===== config.mk =====
export PLATFORM = sky130hd
export DESIGN_NAME = rx78_psg
export DESIGN_NICKNAME = d
export VERILOG_FILES = /design/src/rtl/rx78_psg.sv
export SDC_FILE = /design/constraint.sdc
export NUM_CORES = 1
export LEC_CHECK = 0
export BUFFER_PORTS_ARGS = -buffer_cell sky130_fd_sc_hd__buf_2
export CAP_MARGIN = 10
export CELL_PAD_IN_SITES_DETAIL_PLACEMENT = 1
export CELL_PAD_IN_SITES_GLOBAL_PLACEMENT = 2
export CORE_ASPECT_RATIO = 0.75
export CORE_MARGIN = 2
export CORE_UTILIZATION = 25
export DETAILED_ROUTE_END_ITERATION = 6
export HOLD_SLACK_MARGIN = 0.03
export PLACE_DENSITY = 0.62
export SYNTH_ARGS = -nofsm -noshare
export SYNTH_HDL_FRONTEND = slang
export SYNTH_SLANG_ARGS = --single-unit

===== constraint.sdc =====
create_clock -name clk -period 6.2 [get_ports clk]
set_input_delay 0.62 -clock clk [delete_from_list [all_inputs] [get_ports clk]]
set_output_delay 0.62 -clock clk [all_outputs]
set_load 0.05 [all_outputs]

===== src/rtl/rx78_psg.sv =====
// rx78_psg: SN76489-compatible sound generator (3 tone + 1 noise channel) behind Z80 port 0xFF.
// Ports: clk, reset_n (async active-low), cen (chip-clock enable), wr/din (write strobe and byte),
//        ready (low while the post-write busy window runs), audio (unsigned 10-bit mix).
`timescale 1ns/1ps
module rx78_psg #(
  parameter int PRESCALE = 16,
  parameter int BUSY_CEN = 32
) (
  input  logic       clk,
  input  logic       reset_n,
  input  logic       cen,
  input  logic       wr,
  input  logic [7:0] din,
  output logic       ready,
  output logic [9:0] audio
);
  localparam logic [7:0] AMP [16] = '{8'd255, 8'd203, 8'd161, 8'd128, 8'd102, 8'd81, 8'd64, 8'd51,
                                      8'd40, 8'd32, 8'd26, 8'd20, 8'd16, 8'd13, 8'd10, 8'd0};
  logic [9:0]  r_tone [3];
  logic [10:0] r_cnt [3];
  logic        r_sq [3];
  logic        w_rl [3];
  logic [3:0]  r_att [4];
  logic [2:0]  r_nctl;
  logic [2:0]  r_latch;
  logic [3:0]  r_pre;
  logic [6:0]  r_ncnt;
  logic        r_ntog;
  logic [14:0] r_lfsr;
  logic [5:0]  r_busy;
  logic [9:0]  r_audio;
  logic [2:0]  w_tgt;
  logic        w_tick;
  logic        w_nctl_wr;
  logic        w_ntog;
  logic [9:0]  w_mix;
  // latch bytes address themselves; data bytes go to the previously latched register
  assign w_tgt     = din[7] ? din[6:4] : r_latch;
  assign w_tick    = cen && (r_pre == 4'(PRESCALE - 1));
  assign w_nctl_wr = wr && (w_tgt == 3'b110);
  // rate 3 slaves the noise toggle to tone2 reloads
  assign w_ntog    = w_tick && ((r_nctl[1:0] == 2'd3) ? w_rl[2] : (r_ncnt <= 7'd1));
  genvar g;
  for (g = 0; g < 3; g++) begin : g_tone
    assign w_rl[g] = r_cnt[g] <= 11'd1;
    always_ff @(posedge clk or negedge reset_n)
      if (!reset_n) begin
        r_tone[g] <= '0;
        r_cnt[g]  <= '0;
        r_sq[g]   <= 1'b0;
      end else begin
        if (wr && w_tgt == 3'(2 * g)) begin
          if (din[7]) r_tone[g][3:0] <= din[3:0];
          else        r_tone[g][9:4] <= din[5:0];
        end
        if (w_tick) begin
          // period 0 reloads as 1024 via the extra counter bit
          r_cnt[g] <= w_rl[g] ? {r_tone[g] == 10'd0, r_tone[g]} : r_cnt[g] - 11'd1;
          if (w_rl[g]) r_sq[g] <= ~r_sq[g];
        end
      end
  end
  for (g = 0; g < 4; g++) begin : g_att
    always_ff @(posedge clk or negedge reset_n)
      if (!reset_n)                          r_att[g] <= 4'hf;
      else if (wr && w_tgt == 3'(2 * g + 1)) r_att[g] <= din[3:0];
  end
  always_comb
    w_mix = 10'(r_sq[0] ? AMP[r_att[0]] : 8'd0) + 10'(r_sq[1] ? AMP[r_att[1]] : 8'd0)
          + 10'(r_sq[2] ? AMP[r_att[2]] : 8'd0) + 10'(r_lfsr[0] ? AMP[r_att[3]] : 8'd0);
  always_ff @(posedge clk or negedge reset_n)
    if (!reset_n) begin
      r_latch <= '0;
      r_nctl  <= '0;
      r_pre   <= '0;
      r_ncnt  <= '0;
      r_ntog  <= 1'b0;
      r_lfsr  <= 15'h4000;
      r_busy  <= '0;
      r_audio <= '0;
    end else begin
      if (wr && din[7]) r_latch <= din[6:4];
      if (w_nctl_wr) r_nctl <= din[2:0];
      if (cen) r_pre <= w_tick ? 4'd0 : r_pre + 4'd1;
      if (w_tick) r_ncnt <= (r_ncnt > 7'd1) ? r_ncnt - 7'd1 : 7'd16 << r_nctl[1:0];
      // an nctl write wins over a shift landing on the same edge
      if (w_nctl_wr) begin
        r_lfsr <= 15'h4000;
        r_ntog <= 1'b0;
      end else if (w_ntog) begin
        r_ntog <= ~r_ntog;
        if (!r_ntog) r_lfsr <= {r_nctl[2] ? ^r_lfsr[1:0] : r_lfsr[0], r_lfsr[14:1]};
      end
      r_busy  <= wr ? 6'(BUSY_CEN) : ((cen && r_busy != 6'd0) ? r_busy - 6'd1 : r_busy);
      r_audio <= w_mix;
    end
  assign ready = r_busy == 6'd0;
  assign audio = r_audio;
endmodule


==> results of run 1 <==
-- power breakdown --
group	switching (mW)	internal (mW)
registers	0.349	1.18
clock network	0.395	0.715
logic	1.50	1.08
-- worst max-delay path by stage --
| stage | start | to | depth (start not counted) |
|---|---|---|---|
| after floorplan | r_att[15] | audio[8] | 15 |
| after global placement | r_att[9] | audio[8] | 13 |
| after detailed placement | r_att[9] | audio[8] | 13 |
| after CTS | r_att[9] | audio[8] | 13 |
| after global routing | r_att[13] | audio[8] | 13 |
| final | r_att[9] | audio[8] | 13 |
-- critical path, cell delays in order (launching register included) --
cell,delay [ns]
dfstp_2,0.60
inv_1,0.11
ha_1,0.32
a211oi_1,0.23
o21ai_0,0.18
fa_1,0.46
fa_1,0.57
inv_1,0.06
ha_1,0.30
a21oi_1,0.25
o211ai_1,0.18
or4_1,0.42
o311a_1,0.15
xor2_1,0.15
-- cell usage in the layout, fill, tap and decap left out, types with 4 or more instances in the layout --
cell type / synthesis / routed
dfrtp_1: 114 / 114
nand2_1: 66 / 66
nor2_1: 62 / 62
inv_1: 56 / 56
mux2_2: 53 / 53
o21ai_0: 46 / 46
ha_1: 42 / 42
a21oi_1: 38 / 38
a211oi_1: 23 / 23
nor3_1: 21 / 21
mux2i_1: 21 / 21
buf_2: 2 / 21
clkbuf_16: 0 / 17
dfstp_2: 17 / 17
fa_1: 16 / 16
nand3_1: 13 / 13
nor2b_1: 11 / 11
a31oi_1: 10 / 10
xnor2_1: 10 / 10
nor4_1: 10 / 10
o31ai_1: 10 / 10
and2_1: 9 / 9
nand2b_1: 8 / 8
or3_1: 8 / 8
o211ai_1: 8 / 8
xor2_1: 6 / 6
or4_1: 5 / 5
nand4_1: 5 / 5
nor3b_1: 4 / 4
a2111oi_0: 4 / 4
bufinv_16: 0 / 4
clkbuf_8: 0 / 4
-- flip-flops by register name, indices dropped and copies added (netlist names) --
signal and flops:
r_cnt 33, r_ncnt 7, r_latch 3, r_pre 4
r_att 16, r_lfsr 15, r_nctl 3, audio 10
r_ntog 1, r_tone 30, r_busy 6, r_sq 3
-- cell usage after synthesis, types with 4 or more instances --
| cell | n | share of area [%] |
|---|---|---|
| a2111oi_0 | 4 | 0.44 |
| a211oi_1 | 23 | 2.2 |
| a21oi_1 | 38 | 2.4 |
| a31oi_1 | 10 | 0.79 |
| and2_1 | 9 | 0.71 |
| clkbuf_1 | 31 | 1.5 |
| dfrtp_1 | 114 | 36 |
| dfstp_2 | 17 | 5.7 |
| fa_1 | 16 | 4.1 |
| ha_1 | 42 | 6.7 |
| inv_1 | 56 | 2.7 |
| mux2_2 | 53 | 7.6 |
| mux2i_1 | 21 | 2.7 |
| nand2_1 | 66 | 3.1 |
| nand2b_1 | 8 | 0.64 |
| nand3_1 | 13 | 0.83 |
| nand4_1 | 5 | 0.40 |
| nor2_1 | 62 | 3.0 |
| nor2b_1 | 11 | 0.87 |
| nor3_1 | 21 | 1.3 |
| nor3b_1 | 4 | 0.38 |
| nor4_1 | 10 | 0.79 |
| o211ai_1 | 8 | 0.76 |
| o21ai_0 | 46 | 2.9 |
| o31ai_1 | 10 | 0.95 |
| or3_1 | 8 | 0.64 |
| or4_1 | 5 | 0.48 |
| xnor2_1 | 10 | 1.1 |
| xor2_1 | 6 | 0.67 |
-- cell families (layout without fill, tap and decap cells) --
| logic type | Yosys count | after routing |
|---|---|---|
| and+or+nand+nor | 244 | 244 |
| AOI/OAI and AO/OA | 177 | 177 |
| DFF | 131 | 131 |
| buffers and inverters | 93 | 114 |
| muxes | 75 | 75 |
| adders and majority gates | 58 | 58 |
| xor gates and xnor gates | 16 | 16 |
-- through the flow --
stage	instance area, sq um	std cells	utilization, %	hold slack [ns]	setup slack [ns]
global placement	8370	1188	26.8	0.490	2.21
global route	9010	1221	28.9	0.292	1.85
detailed placement	8370	1188	26.8	0.495	2.12
floorplan	7880	794	-	0.324	2.46
CTS	9010	1220	28.9	0.268	2.10
finish	9010	1221	28.9	0.229	2.11
-- metal layers --
layer	part of all wire (%)	track usage, %
met4	0.82	3.40
met2	41	18.4
met1	55	19.3
met3	2.7	3.04
met5	0	0
-- layout make-up --
cell class	instances	area, sq um
fillers	3532	22200
multi-input cells	570	4210
flip-flops and latches	131	3300
well taps	406	508
clock buffers	23	488
inverters	56	210
clock inverters	9	151
repair buffers	26	144
==> results.md, run 1 <==
- Worst slew pin tran: 1.11 ns
- Post-synthesis compound-gate area fraction: 14.5%
- Layout cell share with drive strength beyond 1: 17.1%
- Ys async rst share: 100%
- Warning count from the yosys run: 0
- Crit path time final: 4.09 ns
- Simple-gate portion of the synthesized area: 15.9%
- Mapped Area: 0.00788 sq mm
- Global route overflow: 0
- Xor and xnor area share after synthesis: 1.78%
- Remaining DRCs: 0
- Port bufs: 22
- Setup bufs post-CTS: 0
- Main synth FF type: dfrtp_1
- Largest family of logic cells by synthesized area: simple AND/OR/NAND/NOR gates
- Diode count: 0
- Number of synthesized flops with an enable pin: 0
- H-tree levels: 4
- First-pass GRT wire length: 33.1 mm
- TritonCTS clock tree: built
- Core ar.: 0.0312 sq mm
- Die ar.: 0.0330 sq mm
- Final hold violations: 0
- Overall Global Routing Usage: 12.9%
- Worst R2R Start: r_att[9]
- Post-Synthesis Cells: 794
- Critical path required time: 6.52 ns
- # nets final: 872
- FF-to-FF setup slack: 2.11 ns
- RSZ-0062 raised after global routing: false
- Remaining antenna violation count after routing: 0
- Die Height: 158 microns
- Adder and majority gate portion of the synthesized area: 10.7%
- Overall Power: 5.22 mW
- Mean Syn Cell Area: 9.93 sq um
- Num CTS Buffers: 17
- Setup CP Type: flip-flop to flip-flop
- Max-Cap Viols: 0
- Syn nets: 864
- Routed vias: 5823
- Initial DRC count: 261
- Slew headroom: 24.3%
- Worst Setup End Kind: flip-flop
- Worst Skew: 0.0140 ns
- Distinct cells, synth: 71
- Part of the Yosys area used for sequential elements: 41.9%
- Worst-case clock buffer depth: 2
- Reg clk slew, reported paths: 0.06 ns
- Clk Latency, worst-skew pair: 0.43 ns
- P per Cell Area: 579 mW/mm^2
- Yosys reg bits: 131
- Crit start category: flip-flop
- Routed vias/inst: 4.77
- CTS Hold Buffers Added: 0
- Ports: 23
- Final Wtd Congestion: 0.728
- Initial antenna violation count: 0
- Max IR drop VDD: 256 uV
- Root Driver: clkbuf_16
- R2R Path End: audio[8]
- Multiplexer share of the synthesized area: 10.5%
- Max-slew violations: 0
- Final TNS setup: 0 ns
- PostCTS Resize Cnt: 0
- Leak: 3.82 nW
- Final setup viols: 0
- Vias in the first global route: 5987
- Status: finished clean
- Area delta synth->final: 14.4%
- Drt first pass iters: 4
- Routed length per placed instance: 16.5 microns
- Die X: 209 microns
- Max Clk Rate: 245 MHz
- Class of the worst hold path: primary input to asynchronous set/reset pin
- Arrival time at the worst endpoint: 4.40 ns
- Std cell rows: 56
- Post-DP HPWL: 14.1 mm
- CTS sink count: 131
- Detailed Route WL: 20.1 mm
- Largest net degree at the start of global routing: 80
- Fin crit share: 65.9%
- R2r worst-path depth: 13
- Critical Path Fanout Max: 7
- Starting Density: 25.3%
Power figures use the tool's default switching activity.
==> run 2: changes to the inputs <==
--- a/config.mk
+++ b/config.mk
@@ -14,7 +14,7 @@
 export CORE_UTILIZATION = 25
 export DETAILED_ROUTE_END_ITERATION = 6
 export HOLD_SLACK_MARGIN = 0.03
-export PLACE_DENSITY = 0.62
+export PLACE_DENSITY = 0.64
 export SYNTH_ARGS = -nofsm -noshare
 export SYNTH_HDL_FRONTEND = slang
 export SYNTH_SLANG_ARGS = --single-unit
==> constraint.sdc (replaced) <==
create_clock -name clk -period 3.3 [get_ports clk]
set_input_delay 0.33 -clock clk [delete_from_list [all_inputs] [get_ports clk]]
set_output_delay 0.33 -clock clk [all_outputs]
set_load 0.05 [all_outputs]
==> results.md, run 2 (synthesized netlist as in run 1, its figures left out) <==
- Status: finished, violations left
- Failing checks: setup timing
- Most frequent cells in the layout: dfrtp_1, buf_4, nand2_1, nor2_1, mux2_2
- Std cell rows: 56 (unchanged)
- TritonCTS clock tree: built
- # nets final: 944 (+8.3%)
- Crit-path leading delay family: adder cells
- Drt first pass iters: 5 (+1)
- Max-slew violations: 0 (unchanged)
- Remaining antenna violation count after routing: 0 (unchanged)
- Post-DP HPWL: 15.2 mm (+7.8%)
- Fin area: 0.00988 sq mm (+9.6%)
- HP Start: cen
- Fin crit share: 115% (+49 points)
- Setup CP Type: flip-flop to flip-flop
- Layout cell share with drive strength beyond 1: 30.6% (+14 points)
- Max FFs per register: 33 (unchanged)
- Core ar.: 0.0312 sq mm (unchanged)
- Root Driver: clkbuf_16
- Die ar.: 0.0330 sq mm (unchanged)
- Class of the worst hold path: primary input to flip-flop
- Detailed Route WL: 21.5 mm (+6.8%)
- Commonest non-fill, non-tap cell in the layout: dfrtp_1
- Worst-case hold path end point: r_pre[2]
- P per Cell Area: 1180 mW/mm^2 (+100%)
- Worst Skew: 0.0123 ns (-0.00166 ns)
- First-pass GRT wire length: 35.0 mm (+5.8%)
- Largest register by flop count: r_cnt
- CP peak stage delay: 0.58 ns (-0.02 ns)
- Remaining DRCs: 0 (unchanged)
- Worst-case clock buffer depth: 2 (unchanged)
- H-tree levels: 4 (unchanged)
- Largest net degree at the start of global routing: 54 (-33%)
- Regs by FF count: r_cnt: 33 flops, r_tone: 30 flops, r_att: 16 flops
- Slew headroom: 35.5% (+11 points)
- RSZ-0062 raised after global routing: true
- Routed vias: 6124 (+5.2%)
- Crit path time final: 3.78 ns (-0.304 ns)
- Diode count: 0 (unchanged)
- Worst Hold Depth: 3
- Final setup margin: -0.482 ns (-2.60 ns)
- Area delta synth->final: 25.3%
- Final hold violations: 0 (unchanged)
- Arrival time at the worst endpoint: 4.09 ns (-0.31 ns)
- Clk Latency, worst-skew pair: 0.43 ns (about the same)
- R2r worst-path depth: 14 (+1)
- Leak: 4.17 nW (+9.0%)
- Crit start category: flip-flop
- Max-Cap Viols: 0 (unchanged)
- Worst slack at placement: -0.440 ns (-2.56 ns)
- Initial antenna violation count: 0 (unchanged)
- R2R Path End: audio[8]
- Critical Path Fanout Max: 3 (-4)
- Worst Setup End Kind: flip-flop
- Starting Density: 25.3% (unchanged)
- Num CTS Buffers: 17 (unchanged)
- Final setup viols: 6 (+6)
- Placed inst area: 0.00900 sq mm (+7.5%)
- Max Clk Rate: 264 MHz (+8.0%)
- WP buf/inv: 3 (+1)
- Routed length per placed instance: 16.6 microns (+0.88%)
- Port bufs: 22 (unchanged)
- Worst slew pin tran: 0.960 ns (-0.147 ns)
- Initial DRC count: 258 (-1.1%)
- Vias in the first global route: 6164 (+3.0%)
- Final Wtd Congestion: 0.758 (+4.2%)
- Final TNS setup: -1.56 ns (-1.56 ns)
- Fillers: 3494 (-1.1%)
- Max IR drop VDD: 856 uV (+230%)
- Critical Path, Cell by Cell: buf_4 -> ha_1 -> mux2i_2 -> a211oi_2 -> fa_1 -> inv_2 -> fa_1 -> inv_2 -> ha_4 -> a21oi_4 -> o211ai_1 -> or4_1 -> o311a_1 -> xor2_1
- CTS sink count: 131 (unchanged)
- Routed vias/inst: 4.74 (-0.61%)
- FF-to-FF setup slack: -0.48 ns (-2.60 ns)
- Die Height: 158 microns (unchanged)
- Worst hold slack: 0.243 ns (+0.0137 ns)
- Slowest CP cell: dfstp_2
- Global route overflow: 0 (unchanged)
- Critical path required time: 3.61 ns (-2.91 ns)
- Overall Global Routing Usage: 13.7% (+0.78 points)
- Die X: 209 microns (unchanged)
- Reg clk slew, reported paths: 0.06 ns (about the same)
- Ports: 23 (unchanged)
- Worst R2R Start: r_att[13]
run 2: cell type report:
| cell class | count | area (sq um) | area share [%] |
|---|---|---|---|
| multi-input combinational | 570 | 4530 | 45.9 |
| sequential | 131 | 3300 | 33.4 |
| timing repair buffer | 98 | 721 | 7.30 |
| tap | 406 | 508 | 5.14 |
| clock buffer | 20 | 467 | 4.73 |
| inverter | 56 | 218 | 2.20 |
| clock inverter | 11 | 128 | 1.29 |
run 2: how the worst max path moves through the flow:
stage,from,end,slack [ns],depth (start not counted)
after global placement,r_att[13],audio[8],-0.41,15
after detailed placement,r_att[5],audio[7],-0.44,16
final,r_att[13],audio[8],-0.48,14
after CTS,r_att[13],audio[8],-0.42,15
after global routing,r_att[4],audio[8],-0.62,17
after floorplan,r_att[5],audio[7],-0.20,15
run 2: report_power, final:
group          total (mW)  switching, mW  leakage, nW  internal (mW)
Clock                1.92          0.754        0.284           1.17
Sequential           2.81          0.591         1.63           2.22
Combinational        6.88           3.60         2.25           3.28
run 2: per-stage QoR:
stage	instances	utilization [%]	power, mW
finish	1292	31.7	11.6
global route	1292	31.7	12.7
CTS	1291	31.1	11.4
detailed placement	1253	28.9	9.10
global placement	1253	28.9	9.02
floorplan	794	-	7.00
run 2: routing by layer:
metal	GRT usage [%]	vias to the layer above	share of wire, %
li1	-	2996	-
met1	21.4	3074	57
met2	18.6	39	40
met3	2.90	15	2.9
met4	3.37	0	0.91
met5	0	-	0
run 2: what timing repair did:
action / in CTS / in global routing
pin swaps: 10 / 30
resized for setup: 14 / 41
setup endpoints to repair: 7 / 8
hold buffers: 1 / 0
buffers inserted: 7 / 7
endpoints found under the hold margin: 42 / 0
run 2: worst min-delay path: stages:
cell and delay [ns]:
buf_2 0.15, nand2_1 0.09, xnor2_1 0.06
==> run 3: changes to the inputs <==
--- a/config.mk
+++ b/config.mk
@@ -15,6 +15,7 @@
 export DETAILED_ROUTE_END_ITERATION = 6
 export HOLD_SLACK_MARGIN = 0.03
 export PLACE_DENSITY = 0.64
+export REMOVE_ABC_BUFFERS = 1
 export SYNTH_ARGS = -nofsm -noshare
 export SYNTH_HDL_FRONTEND = slang
 export SYNTH_SLANG_ARGS = --single-unit
==> results.md, run 3 (synthesized netlist as in run 1, its figures left out) <==
- Status: finished, violations left
- Failing checks: setup timing
- Critical Path Fanout Max: 4 (+1)
- CTS sink count: 131 (unchanged)
- First-pass GRT wire length: 34.3 mm (-2.0%)
- Die Height: 158 microns (unchanged)
- Root Driver: clkbuf_16
- Slowest CP cell: dfstp_2
- Power share of the sequential group: 23.2% (-1.0 points)
- Setup CP Type: flip-flop to flip-flop
- Met1 usage: 19.5% (-1.9 points)
- Layout cell share with drive strength beyond 1: 30.4% (-0.15 points)
- Drt first pass iters: 6 (+1)
- Slew headroom: 39.0% (+3.5 points)
- Starting Density: 25.3% (unchanged)
- Final setup viols: 6 (unchanged)
- Clk Latency, worst-skew pair: 0.44 ns (about the same)
- GR Layer Usage met2: 19.6% (+0.98 points)
- RSZ-0062 raised after global routing: true
- Largest register by flop count: r_cnt
- Switch share: 41.8% (-0.77 points)
- Ports: 23 (unchanged)
- Final hold violations: 0 (unchanged)
- Register area: 0.00330 sq mm (unchanged)
- Initial antenna violation count: 0 (unchanged)
- Max IR drop VDD: 668 uV (-22%)
- Worst slew pin tran: 0.913 ns (-0.0467 ns)
- Initial DRC count: 278 (+7.8%)
- Routed vias/inst: 4.78 (+0.87%)
- Area delta synth->final: 25.0%
- Crit path time final: 3.69 ns (-0.0900 ns)
- Vias in the first global route: 6218 (+0.88%)
- Worst Setup End Kind: flip-flop
- Remaining DRCs: 0 (unchanged)
- Fin crit share: 112% (-2.7 points)
- Placed inst area: 0.00881 sq mm (-2.0%)
- Crit start category: flip-flop
- CP peak stage delay: 0.58 ns (about the same)
- Diode count: 0 (unchanged)
- Busiest grt layer: met2
- Die X: 209 microns (unchanged)
- Largest net degree at the start of global routing: 75 (+39%)
- Core ar.: 0.0312 sq mm (unchanged)
- Worst-case clock buffer depth: 2 (unchanged)
- Fillers: 3506 (+0.34%)
- Comb pwr share: 59.3% (about the same)
- Remaining antenna violation count after routing: 0 (unchanged)
- P per Cell Area: 1220 mW/mm^2 (+3.3%)
- Overall Global Routing Usage: 13.3% (-0.36 points)
- Arrival time at the worst endpoint: 4.02 ns (-0.07 ns)
- Detailed Route WL: 20.9 mm (-2.6%)
- Port bufs: 22 (unchanged)
- Pint: 6.96 mW (+4.4%)
- Routed vias: 6120 (-0.065%)
- Final Wtd Congestion: 0.802 (+5.8%)
- WP buf/inv: 3 (unchanged)
- Worst Skew: 0.0151 ns (+0.00274 ns)
- Max-slew violations: 0 (unchanged)
- Most frequent cells in the layout: dfrtp_1, nand2_1, nor2_1, mux2_2, buf_4
- Class of the worst hold path: primary input to flip-flop
- Crit-path leading delay family: adder cells
- Global route overflow: 0 (unchanged)
- Final setup margin: -0.392 ns (+0.0900 ns)
- Post-DP HPWL: 14.6 mm (-4.2%)
- TritonCTS clock tree: built
- Regs by FF count: r_cnt: 33 flops, r_tone: 30 flops, r_att: 16 flops
- Routed length per placed instance: 16.4 microns (-1.7%)
- Fin area: 0.00985 sq mm (-0.28%)
- GR Util met3: 2.20% (-0.69 points)
- Critical path required time: 3.63 ns (+0.02 ns)
- Max Clk Rate: 271 MHz (+2.4%)
- Max-Cap Viols: 0 (unchanged)
- Reg clk slew, reported paths: 0.07 ns (about the same)
- Leak: 4.14 nW (-0.68%)
- Max FFs per register: 33 (unchanged)
- Std cell rows: 56 (unchanged)
- # nets final: 931 (-1.4%)
- Overall Power: 12.0 mW (+3.0%)
- Commonest non-fill, non-tap cell in the layout: dfrtp_1
- Part of the power in the clock network: 17.5% (+0.9 points)
- Psw: 5.01 mW (+1.2%)
- Critical Path, Cell by Cell: inv_4 -> ha_4 -> nor2_1 -> a21oi_2 -> nor2_2 -> fa_1 -> inv_1 -> fa_1 -> inv_2 -> ha_4 -> nand3_1 -> o211ai_1 -> or4_1 -> o311a_1 -> xor2_1
- Die ar.: 0.0330 sq mm (unchanged)
- Num CTS Buffers: 17 (unchanged)
- H-tree levels: 4 (unchanged)
- Area occupied by multi-input gates: 0.00453 sq mm (unchanged)
run 3: path summary, 6_finish.rpt:
path,from,end,slack [ns],depth (start not counted)
setup / recovery,r_att[9],audio[8],-0.39,15
hold / removal,cen,r_pre[2],0.23,3
setup reg to reg,r_att[9],audio[8],-0.39,15
hold reg to reg,r_cnt[18],r_cnt[18],0.50,1
max in group asynchronous,reset_n,r_att[5],2.01,3
min in group asynchronous,reset_n,r_lfsr[8],0.50,2
run 3: per-layer routing:
metal	vias to the layer above	wire, microns
li1	2956	-
met1	3092	11300
met2	53	8970
met3	19	371
met4	0	331
met5	-	0
run 3: power by group through the flow:
| stage | clock network (mW) | registers (mW) | logic [mW] |
|---|---|---|---|
| final | 2.09 | 2.78 | 7.10 |
| after global routing | 2.22 | 2.87 | 7.94 |
| after CTS | 2.16 | 2.77 | 6.68 |
| after detailed placement | 0 | 2.77 | 5.90 |
| after global placement | 0 | 2.77 | 5.79 |
| after floorplan | 0 | 2.90 | 3.60 |
run 3: layout make-up:
| type | count | share of cell area, % |
|---|---|---|
| clock buffer | 18 | 4.46 |
| multi-input combinational | 570 | 46.0 |
| clock inverter | 14 | 2.06 |
| tap | 406 | 5.16 |
| timing repair buffer | 85 | 6.53 |
| inverter | 56 | 2.24 |
| sequential | 131 | 33.5 |
run 3: through the flow:
step / hold slack [ns] / std cells / TNS, ns / setup WS [ns] / util, %
2_1_floorplan: 0.0344 / 757 / -1.21 / -0.416 / -
3_3_place_gp: 0.435 / 1244 / -2.50 / -0.552 / 28.3
3_5_place_dp: 0.440 / 1244 / -2.60 / -0.559 / 28.3
4_1_cts: 0.209 / 1279 / -1.25 / -0.357 / 31.3
5_1_grt: 0.249 / 1280 / -2.56 / -0.536 / 31.6
6_report: 0.235 / 1280 / -1.60 / -0.392 / 31.6
run 3: what timing repair did:
action	in CTS	in global routing
gates cloned	0	0
endpoints found under the hold margin	67	0
hold buffers	1	0
setup buffers	3	2
gates resized for setup	64	32
endpoints found under the setup margin	8	8
pin swaps	39	17
run 3: tightest hold or removal path, cell delays in order:
cell     delay, ns
buf_2         0.16
nand2_1       0.09
xnor2_1       0.06
